<file path="src/rtl/sseg_pkg.sv">
// sseg_pkg: segment constants and anode-mask helper shared by the scan controller and the digit encoders
package sseg_pkg;
  localparam int SEG_W = 7;
  localparam logic [SEG_W-1:0] SEG_BLANK = 7'h7F;
  function automatic logic [31:0] ANODE_OFF(input int w);
    return (32'd1 << w) - 32'd1;
  endfunction
endpackage

</file>
<file path="src/rtl/sseg_scan_ctrl_if.sv">
// sseg_scan_ctrl_if: digit data in (seg_in, dp_in, blank_in, brightness) and scan outputs (an, sseg, dp, digit_idx, frame_tick); slave = controller
interface sseg_scan_ctrl_if
  import sseg_pkg::*;
#(
  parameter int NUM_DIGITS = 4,
  parameter int BRIGHT_W = 4
);
  localparam int IW = $clog2(NUM_DIGITS);
  logic [SEG_W*NUM_DIGITS-1:0] seg_in;
  logic [NUM_DIGITS-1:0] dp_in;
  logic [NUM_DIGITS-1:0] blank_in;
  logic [BRIGHT_W-1:0] brightness;
  logic [NUM_DIGITS-1:0] an;
  logic [SEG_W-1:0] sseg;
  logic dp;
  logic [IW-1:0] digit_idx;
  logic frame_tick;
  modport master (
    output seg_in, dp_in, blank_in, brightness,
    input an, sseg, dp, digit_idx, frame_tick
  );
  modport slave (
    input seg_in, dp_in, blank_in, brightness,
    output an, sseg, dp, digit_idx, frame_tick
  );
endinterface

</file>
<file path="src/rtl/sseg_scan_ctrl_tick_gen.sv">
// scan_tick_gen: DIV-cycle prescaler; ports clk, reset, slot_start (count==0), slot_end (count==DIV-1)
module scan_tick_gen #(
  parameter int DIV = 100000
) (
  input  logic clk,
  input  logic reset,
  output logic slot_start,
  output logic slot_end
);
  localparam int CW = $clog2(DIV);
  logic [CW-1:0] cnt;
  assign slot_start = cnt == '0;
  assign slot_end = cnt == CW'(DIV - 1);
  always_ff @(posedge clk) begin
    if (reset) cnt <= '0;
    else cnt <= slot_end ? '0 : cnt + 1'b1;
  end
endmodule

</file>
<file path="src/rtl/sseg_scan_ctrl.sv">
// sseg_scan_ctrl: multiplexed seven-segment scanner with PWM brightness and guard cycle; ports clk, reset, bus (sseg_scan_ctrl_if.slave)
module sseg_scan_ctrl
  import sseg_pkg::*;
#(
  parameter int NUM_DIGITS = 4,
  parameter int DIV = 100000,
  parameter int BRIGHT_W = 4
) (
  input logic clk,
  input logic reset,
  sseg_scan_ctrl_if.slave bus
);
  localparam int IW = $clog2(NUM_DIGITS);
  localparam logic [NUM_DIGITS-1:0] AN_OFF = NUM_DIGITS'(ANODE_OFF(NUM_DIGITS));
  logic slot_start, slot_end, lit;
  logic [IW-1:0] idx;
  logic [BRIGHT_W-1:0] pwm_cnt;
  scan_tick_gen #(.DIV(DIV)) u_tick (
    .clk(clk),
    .reset(reset),
    .slot_start(slot_start),
    .slot_end(slot_end)
  );
  // slot_start gives the guard cycle: dark while the outputs switch to the new index
  always_comb lit = !bus.blank_in[idx] && !slot_start && (&bus.brightness || pwm_cnt < bus.brightness);
  always_ff @(posedge clk) begin
    if (reset) begin
      idx <= '0;
      pwm_cnt <= '0;
      bus.an <= AN_OFF;
      bus.sseg <= SEG_BLANK;
      bus.dp <= 1'b1;
      bus.digit_idx <= '0;
      bus.frame_tick <= 1'b0;
    end else begin
      // >= also pulls any unreachable encoding back to 0
      if (slot_end) idx <= idx >= IW'(NUM_DIGITS - 1) ? '0 : idx + 1'b1;
      pwm_cnt <= pwm_cnt + 1'b1;
      bus.an <= lit ? ~(NUM_DIGITS'(1) << idx) : AN_OFF;
      bus.sseg <= lit ? bus.seg_in[SEG_W*idx +: SEG_W] : SEG_BLANK;
      bus.dp <= lit ? ~bus.dp_in[idx] : 1'b1;
      bus.digit_idx <= idx;
      bus.frame_tick <= slot_end && idx == IW'(NUM_DIGITS - 1);
    end
  end
endmodule

</file>
<file path="src/flat_wrapper.sv">
// flat-port wrapper written by rule: the top's interface ports become plain ports
module sseg_scan_ctrl_flat import sseg_pkg::*;
#(
  parameter int NUM_DIGITS = 4,
  parameter int DIV = 100000,
  parameter int BRIGHT_W = 4
)
  (clk, reset, bus_seg_in, bus_dp_in, bus_blank_in, bus_brightness, bus_an, bus_sseg, bus_dp, bus_digit_idx, bus_frame_tick);
  sseg_scan_ctrl_if #(.NUM_DIGITS(NUM_DIGITS), .BRIGHT_W(BRIGHT_W)) bus_i ();
  input logic clk;
  input logic reset;
  input wire logic [$bits(bus_i.seg_in)-1:0] bus_seg_in;
  input wire logic [$bits(bus_i.dp_in)-1:0] bus_dp_in;
  input wire logic [$bits(bus_i.blank_in)-1:0] bus_blank_in;
  input wire logic [$bits(bus_i.brightness)-1:0] bus_brightness;
  output wire logic [$bits(bus_i.an)-1:0] bus_an;
  output wire logic [$bits(bus_i.sseg)-1:0] bus_sseg;
  output wire logic [$bits(bus_i.dp)-1:0] bus_dp;
  output wire logic [$bits(bus_i.digit_idx)-1:0] bus_digit_idx;
  output wire logic [$bits(bus_i.frame_tick)-1:0] bus_frame_tick;
  assign bus_i.seg_in = bus_seg_in;
  assign bus_i.dp_in = bus_dp_in;
  assign bus_i.blank_in = bus_blank_in;
  assign bus_i.brightness = bus_brightness;
  assign bus_an = bus_i.an;
  assign bus_sseg = bus_i.sseg;
  assign bus_dp = bus_i.dp;
  assign bus_digit_idx = bus_i.digit_idx;
  assign bus_frame_tick = bus_i.frame_tick;
  sseg_scan_ctrl #(.NUM_DIGITS(NUM_DIGITS), .DIV(DIV), .BRIGHT_W(BRIGHT_W)) u_core (.clk(clk), .reset(reset), .bus(bus_i));
endmodule
</file>
<file path="config.mk">
export PLATFORM = sky130hd
export DESIGN_NAME = sseg_scan_ctrl_flat
export DESIGN_NICKNAME = d
export VERILOG_FILES = /design/src/rtl/sseg_pkg.sv /design/src/rtl/sseg_scan_ctrl_if.sv /design/src/rtl/sseg_scan_ctrl_tick_gen.sv /design/src/rtl/sseg_scan_ctrl.sv /design/src/flat_wrapper.sv
export SDC_FILE = /design/constraint.sdc
export NUM_CORES = 1
export LEC_CHECK = 0
export BUFFER_PORTS_ARGS = -buffer_cell sky130_fd_sc_hd__buf_2
export CORE_UTILIZATION = 25
export CTS_BUF_LIST = sky130_fd_sc_hd__clkbuf_16
export CTS_CLUSTER_SIZE = 20
export DETAILED_ROUTE_END_ITERATION = 10
export HOLD_SLACK_MARGIN = 0.02
export PLACE_DENSITY_LB_ADDON = 0.05
export SYNTH_ARGS = -nofsm -noshare
export SYNTH_HDL_FRONTEND = slang
export SYNTH_SLANG_ARGS = --single-unit
</file>
<file path="constraint.sdc">
create_clock -name clk -period 4.6 [get_ports clk]
set_input_delay 0.46 -clock clk [delete_from_list [all_inputs] [get_ports clk]]
set_output_delay 0.46 -clock clk [all_outputs]
set_load 0.02 [all_outputs]
</file>
After elaboration in Yosys (flattened, before gate mapping)
Index checks and enable logic that the tools add are counted.
Operators by class
  equal/unequal tests: 2
  multiply operators: 1
  shift-type cells: 2
  reductions and logical operators: 10
  order comparisons: 3
  bitwise gates (word level): 3
  add/subtract/negate cells: 3
  mux-type cells: 5
Operator list (number)
  indexed part select 28 x 6 -> 7 bit: 1
  adder 17 x 1 -> 17 bit (second input constant): 1
  == test 17 bit (second input constant): 1
  logical NOT 17 bit: 1
  multiplier 3 x 2 -> 5 bit (first input constant): 1
  adder 4 x 1 -> 4 bit (second input constant): 1
  binary-select mux 1 bit (select 2 bit): 2
  less-than comparator 4 bit: 1
  inverter 4 bit: 1
  AND reduction 4 bit: 1
  OR reduction 2 bit: 2
  << shifter 1 x 2 -> 4 bit (first input constant): 1
  logical AND 1 bit: 3
  less-than comparator 2 x 3 -> 1 bit (second input constant): 1
  adder 2 x 1 -> 2 bit (second input constant): 1
  == test 2 bit (second input constant): 1
  greater-or-equal comparator 2 bit (second input constant): 1
  logical NOT 1 bit: 2
  two-way mux 1 bit: 2
  two-way mux 2 bit: 1
  inverter 1 bit: 2
  logical OR 1 bit: 1
Storage, ports and cells
  register bits: 38
  bits of input ports: 42
  output and inout bits: 15
  logic and storage cells: 37

Longest topological paths before layout
  depth in word-level cells: 7
  mapped depth: 7

Hierarchy
A second synthesis with hierarchy kept.
Unflattened totals
  cells, all modules: 187
  area, all modules: 1921.8 µm²
By module, submodules not included
  sseg_scan_ctrl: area each 1112.3 µm², cells an instance 93, times used 1, sequential area each 420.4 µm²
  scan_tick_gen: area each 809.5 µm², cells an instance 94, times used 1, sequential area each 340.3 µm²

Worst setup path after synthesis
No wires, ideal clock.
  path kind: input port to flip-flop
  start: in bus_brightness[1]
  end: reg u_core.bus.an[2]
  arrival time: 1.601 ns
  library setup time: 0.133 ns
  cell stages on the path: 7
  buffers on the path: 1
  slack: 2.866 ns
  required time: 4.467 ns
  cells stage by stage: inv_1 > ha_1 > o21ai_0 > a21oi_1 > o31ai_1 > clkbuf_1 > nand3_1
Between the ends
  word-level cells in the longest chain between the ends: 5
  elaborated cells on any way between the ends: 6
  those cells by class: 1 x order compare; 1 x bitwise; 4 x reduce/logical
RTL lines
  start: declaration: RTL line flat_wrapper.sv:15  | input wire logic [$bits(bus_i.brightness)-1:0] bus_brightness;
  less-than comparator 4 bit or AND reduction 4 bit (tied branches): RTL line sseg_scan_ctrl.sv:25  | always_comb lit = !bus.blank_in[idx] && !slot_start && (&bus.brightness || pwm_cnt < bus.brightness);
  logical OR 1 bit *: RTL line sseg_scan_ctrl.sv:25
  logical AND 1 bit *: RTL line sseg_scan_ctrl.sv:25
  inverter 1 bit (no source line) *
  OR reduction 2 bit (no source line) *
  end signal: assignment: RTL line sseg_scan_ctrl.sv:39  | bus.an <= lit ? ~(NUM_DIGITS'(1) << idx) : AN_OFF;
  end: declaration: RTL line sseg_scan_ctrl_if.sv:24  | output an, sseg, dp, digit_idx, frame_tick
Mark *: on every way between the ends. The rest lies on a longest branch, timed or not.
A chain may end at the register's enable or synchronous reset.

Final worst setup path
  start: reg u_core.idx[0]
  end: reg u_core.bus.sseg[0]
Between the ends
  word-level cells in the longest chain between the ends: 7
  elaborated cells on any way between the ends: 9
  those cells by class: 1 x mul; 1 x shift; 2 x mux; 1 x bitwise; 4 x reduce/logical
RTL lines
  start: declaration: RTL line sseg_scan_ctrl.sv:16  | logic [IW-1:0] idx;
  start signal: assignment: RTL line sseg_scan_ctrl.sv:37  | if (slot_end) idx <= idx >= IW'(NUM_DIGITS - 1) ? '0 : idx + 1'b1;
  parallel branches: the longest is 7 deep, another holds multiplier 3 x 2 -> 5 bit
  end signal: assignment: RTL line sseg_scan_ctrl.sv:40  | bus.sseg <= lit ? bus.seg_in[SEG_W*idx +: SEG_W] : SEG_BLANK;
  end: declaration: RTL line sseg_scan_ctrl_if.sv:24
Several ways; the timed one is not identified. The select of a mux whose other input is x is not followed.

==> metrics.csv <==
stage;metric;value;unit
grt;grt_usage;11.7;%
yosys;synth_compound_area_share;3.57;%
yosys;synthMuxAreaShare;13.5;%
worst_setup_path;cp-end-kind;flip-flop;
floorplanning;ios;57;
flow_run;max-cap-violations;0;
cells_and_area;layout_commonest_cell;buf_2;
grt;antenna_found_initial;0;
cells_and_area;drive_gt1_share;32.0;%
drt;drt_first_iter_violations;68;
worst_setup_path;crit_type;flip-flop to flip-flop;
grt;grt_pass1_wl;6780;um
clocking;cts_made_buffers;5;
placed_design;postPlaceCellArea;2200;um2
drt;vias;1502;
clocking;cts_buffer_depth;2;
yosys;avgSynthCellArea;9.65;um2
cells_and_area;seq_area;761;um2
power;power.share.switching;22.0;%
placed_design;hpwl;3100;um
yosys;ys_types;29;
cells_and_area;multiInputGateArea;960;um2
power;pwr-share-comb;7.6;%
timing;setup_tns;0;ns
grt;globalRouteMet3Util;3.51;%
timing;relSlewSlack;50.0;%
yosys;ys_async_sr_fraction;0;%
grt;use_met1;15.0;%
placed_design;place_congestion;0.687;
yosys;synth_area_leaders;dfxtp_1 42%, mux4_2 11%, ha_1 6.9%;
power;powerDensity;337;nW/um2
placed_design;port_buffers;56;
floorplanning;die_w;87.4;um
grt;top_usage_layer;met2;
drt;wl_per_cell;12.1;um
worst_setup_path;critPathMaxFanout;13;
cells_and_area;final_cell_mix;56 x buf_2, 38 x dfxtp_1, 23 x nor2_1;
status;status;finished, final reports clean;
drt;detail_route.wirelength;4160;um
power;intPower;0.623;mW
timing;slew_violations;0;
grt;grt_pass1_vias;1423;
floorplanning;die_y;87.4;um
yosys;synth_edf_count;0;
hold_path;hp-class;flip-flop to flip-flop;
clocking;cts_resized;0;
yosys;synth_top_family_by_area;simple AND/OR/NAND/NOR gates;
yosys;ys_seq_area_share;41.7;%
power;leakage;0.945;nW
clocking;path_clk_slew;0.06;ns
power;ir_drop;0.203;mV
floorplanning;rows;30;
drt;ant_nets;0;
timing;final-setup-viol-count;0;
timing;fin_crit_sh;46.0;%
floorplanning;core_area;6910;um2
worst_setup_path;critPathLaunchType;flip-flop;
cells_and_area;n_antenna_cell;0;
cells_and_area;finalNonFillerCells;343;
clocking;cts_hold_buf;0;
clocking;post-cts-setup-buffers;0;
grt;overflow;0;
yosys;synthCells;189;
cells_and_area;nFillCells;761;
yosys;synth_nets;241;
timing;fin_crit;2.11;ns
placed_design;post-place-cells;335;
floorplanning;start_util;26.4;%
yosys;synth_warnings;0;
yosys;synth_top_area_share;41.7;%
power;power_frac_clock;49.4;%
power;seqPwrFrac;43.0;%
clocking;htreeDepth;2;
timing;finClkSkew;0.00432;ns
clocking;cts_tree;yes;
yosys;synth_top_cell_by_area;dfxtp_1;
cells_and_area;syn2layout_area_growth;30.0;%
worst_setup_path;cp.required;4.75;ns
clocking;clkLatencyLatePin;0.28;ns
yosys;syn_area;1820;um2
yosys;synth-xor-area-share;6.73;%
yosys;synth_ff_type;dfxtp_1;
grt;grt_max_degree;16;
clocking;clock-root-buffer;clkbuf_16;
cells_and_area;finish.net_count;298;
drt;drc;0;
timing;rsz0062_at_grt;no;
timing;max_freq;0.473;GHz
power;p_sw;0.176;mW
grt;grt.met2_usage;18.5;%
timing;hold_viol;0;
timing;worstMarginPinSlew;0.749;ns
drt;vias_per_cell;4.38;
yosys;ys_seq_elements;38;
floorplanning;die_area;7640;um2
drt;drtPass1Iterations;4;
cells_and_area;stdcell_area;2370;um2
timing;hold_slack;0.469;ns
worst_setup_path;arrival;2.27;ns
yosys;synthAdderAreaFrac;6.86;%
yosys;synthSimpleGateAreaFrac;22.0;%
clocking;cts_sinks;38;
==> routing by layer <==
layer	up-vias	share of wire [%]
met5	-	0
met2	43	44
met1	680	48
li1	773	-
met4	0	1.5
met3	6	6.7
==> Yosys cell counts, types with 3 or more instances <==
library cell  number
a21oi_1            3
and3_1             3
buf_2              4
clkbuf_1           3
dfxtp_1           38
ha_1              10
inv_1             19
mux4_2             9
nand2_1            4
nand3_1           22
nand4_1            4
nor2_1            23
nor3_1             6
nor4_1             8
xnor2_1            9
xor2_1             5
==> through the flow <==
| step | setup slack [ns] | utilization, % | power, mW |
|---|---|---|---|
| floorplan | 2.87 | - | 0.384 |
| global placement | 2.45 | 31.8 | 0.414 |
| detailed placement | 2.45 | 31.8 | 0.413 |
| CTS | 2.43 | 34.3 | 0.811 |
| global route | 2.27 | 34.3 | 0.830 |
| finish | 2.49 | 34.3 | 0.800 |
==> power groups by stage <==
stage | logic [mW] | clock network [mW] | registers [mW]
floorplan | 0.0305 | 0 | 0.353
global placement | 0.0625 | 0 | 0.351
detailed placement | 0.0622 | 0 | 0.351
CTS | 0.0627 | 0.404 | 0.344
global route | 0.0686 | 0.416 | 0.345
finish | 0.0609 | 0.395 | 0.344
==> worst paths after layout <==
| kind | startpoint | end | slack (ns) | cells past startpoint |
|---|---|---|---|---|
| hold / removal | u_core.pwm_cnt[0] | u_core.pwm_cnt[0] | 0.47 | 1 |
| setup / recovery | u_core.idx[0] | u_core.bus.sseg[0] | 2.49 | 4 |
| hold reg to reg | u_core.pwm_cnt[0] | u_core.pwm_cnt[0] | 0.47 | 1 |
| setup reg to reg | u_core.idx[0] | u_core.bus.sseg[0] | 2.49 | 4 |
==> sequential cells by signal, indices dropped and copies added (netlist names) <==
| register | count |
|---|---|
| u_core.u_tick.cnt | 17 |
| u_core.bus.sseg | 7 |
| u_core.bus.an | 4 |
| u_core.pwm_cnt | 4 |
| u_core.bus.digit_idx | 2 |
| u_core.idx | 2 |
| u_core.bus.dp | 1 |
| u_core.bus.frame_tick | 1 |
==> layout make-up <==
cell class	instances	area share, %
clock buffer	5	5.28
clock inverter	3	1.90
inverter	19	3.01
multi-input combinational	125	40.5
sequential	38	32.1
tap	96	5.07
timing repair buffer	57	12.1
==> logic make-up after synthesis <==
logic type	after synthesis
adder cells (fa/ha/maj)	10
buffers and inverters	26
multiplexers	13
AND/OR/NAND/NOR	78
AO/OA/AOI/OAI	10
XOR/XNOR	14
flip-flops	38
==> critical path, stage by stage, from the launching register on <==
cell and delay (ns):
dfxtp_1 0.80, mux4_2 0.58, nor2_1 0.09, o21a_1 0.39, nand3_1 0.12
Note: power is estimated with default switching activity, not from simulation.
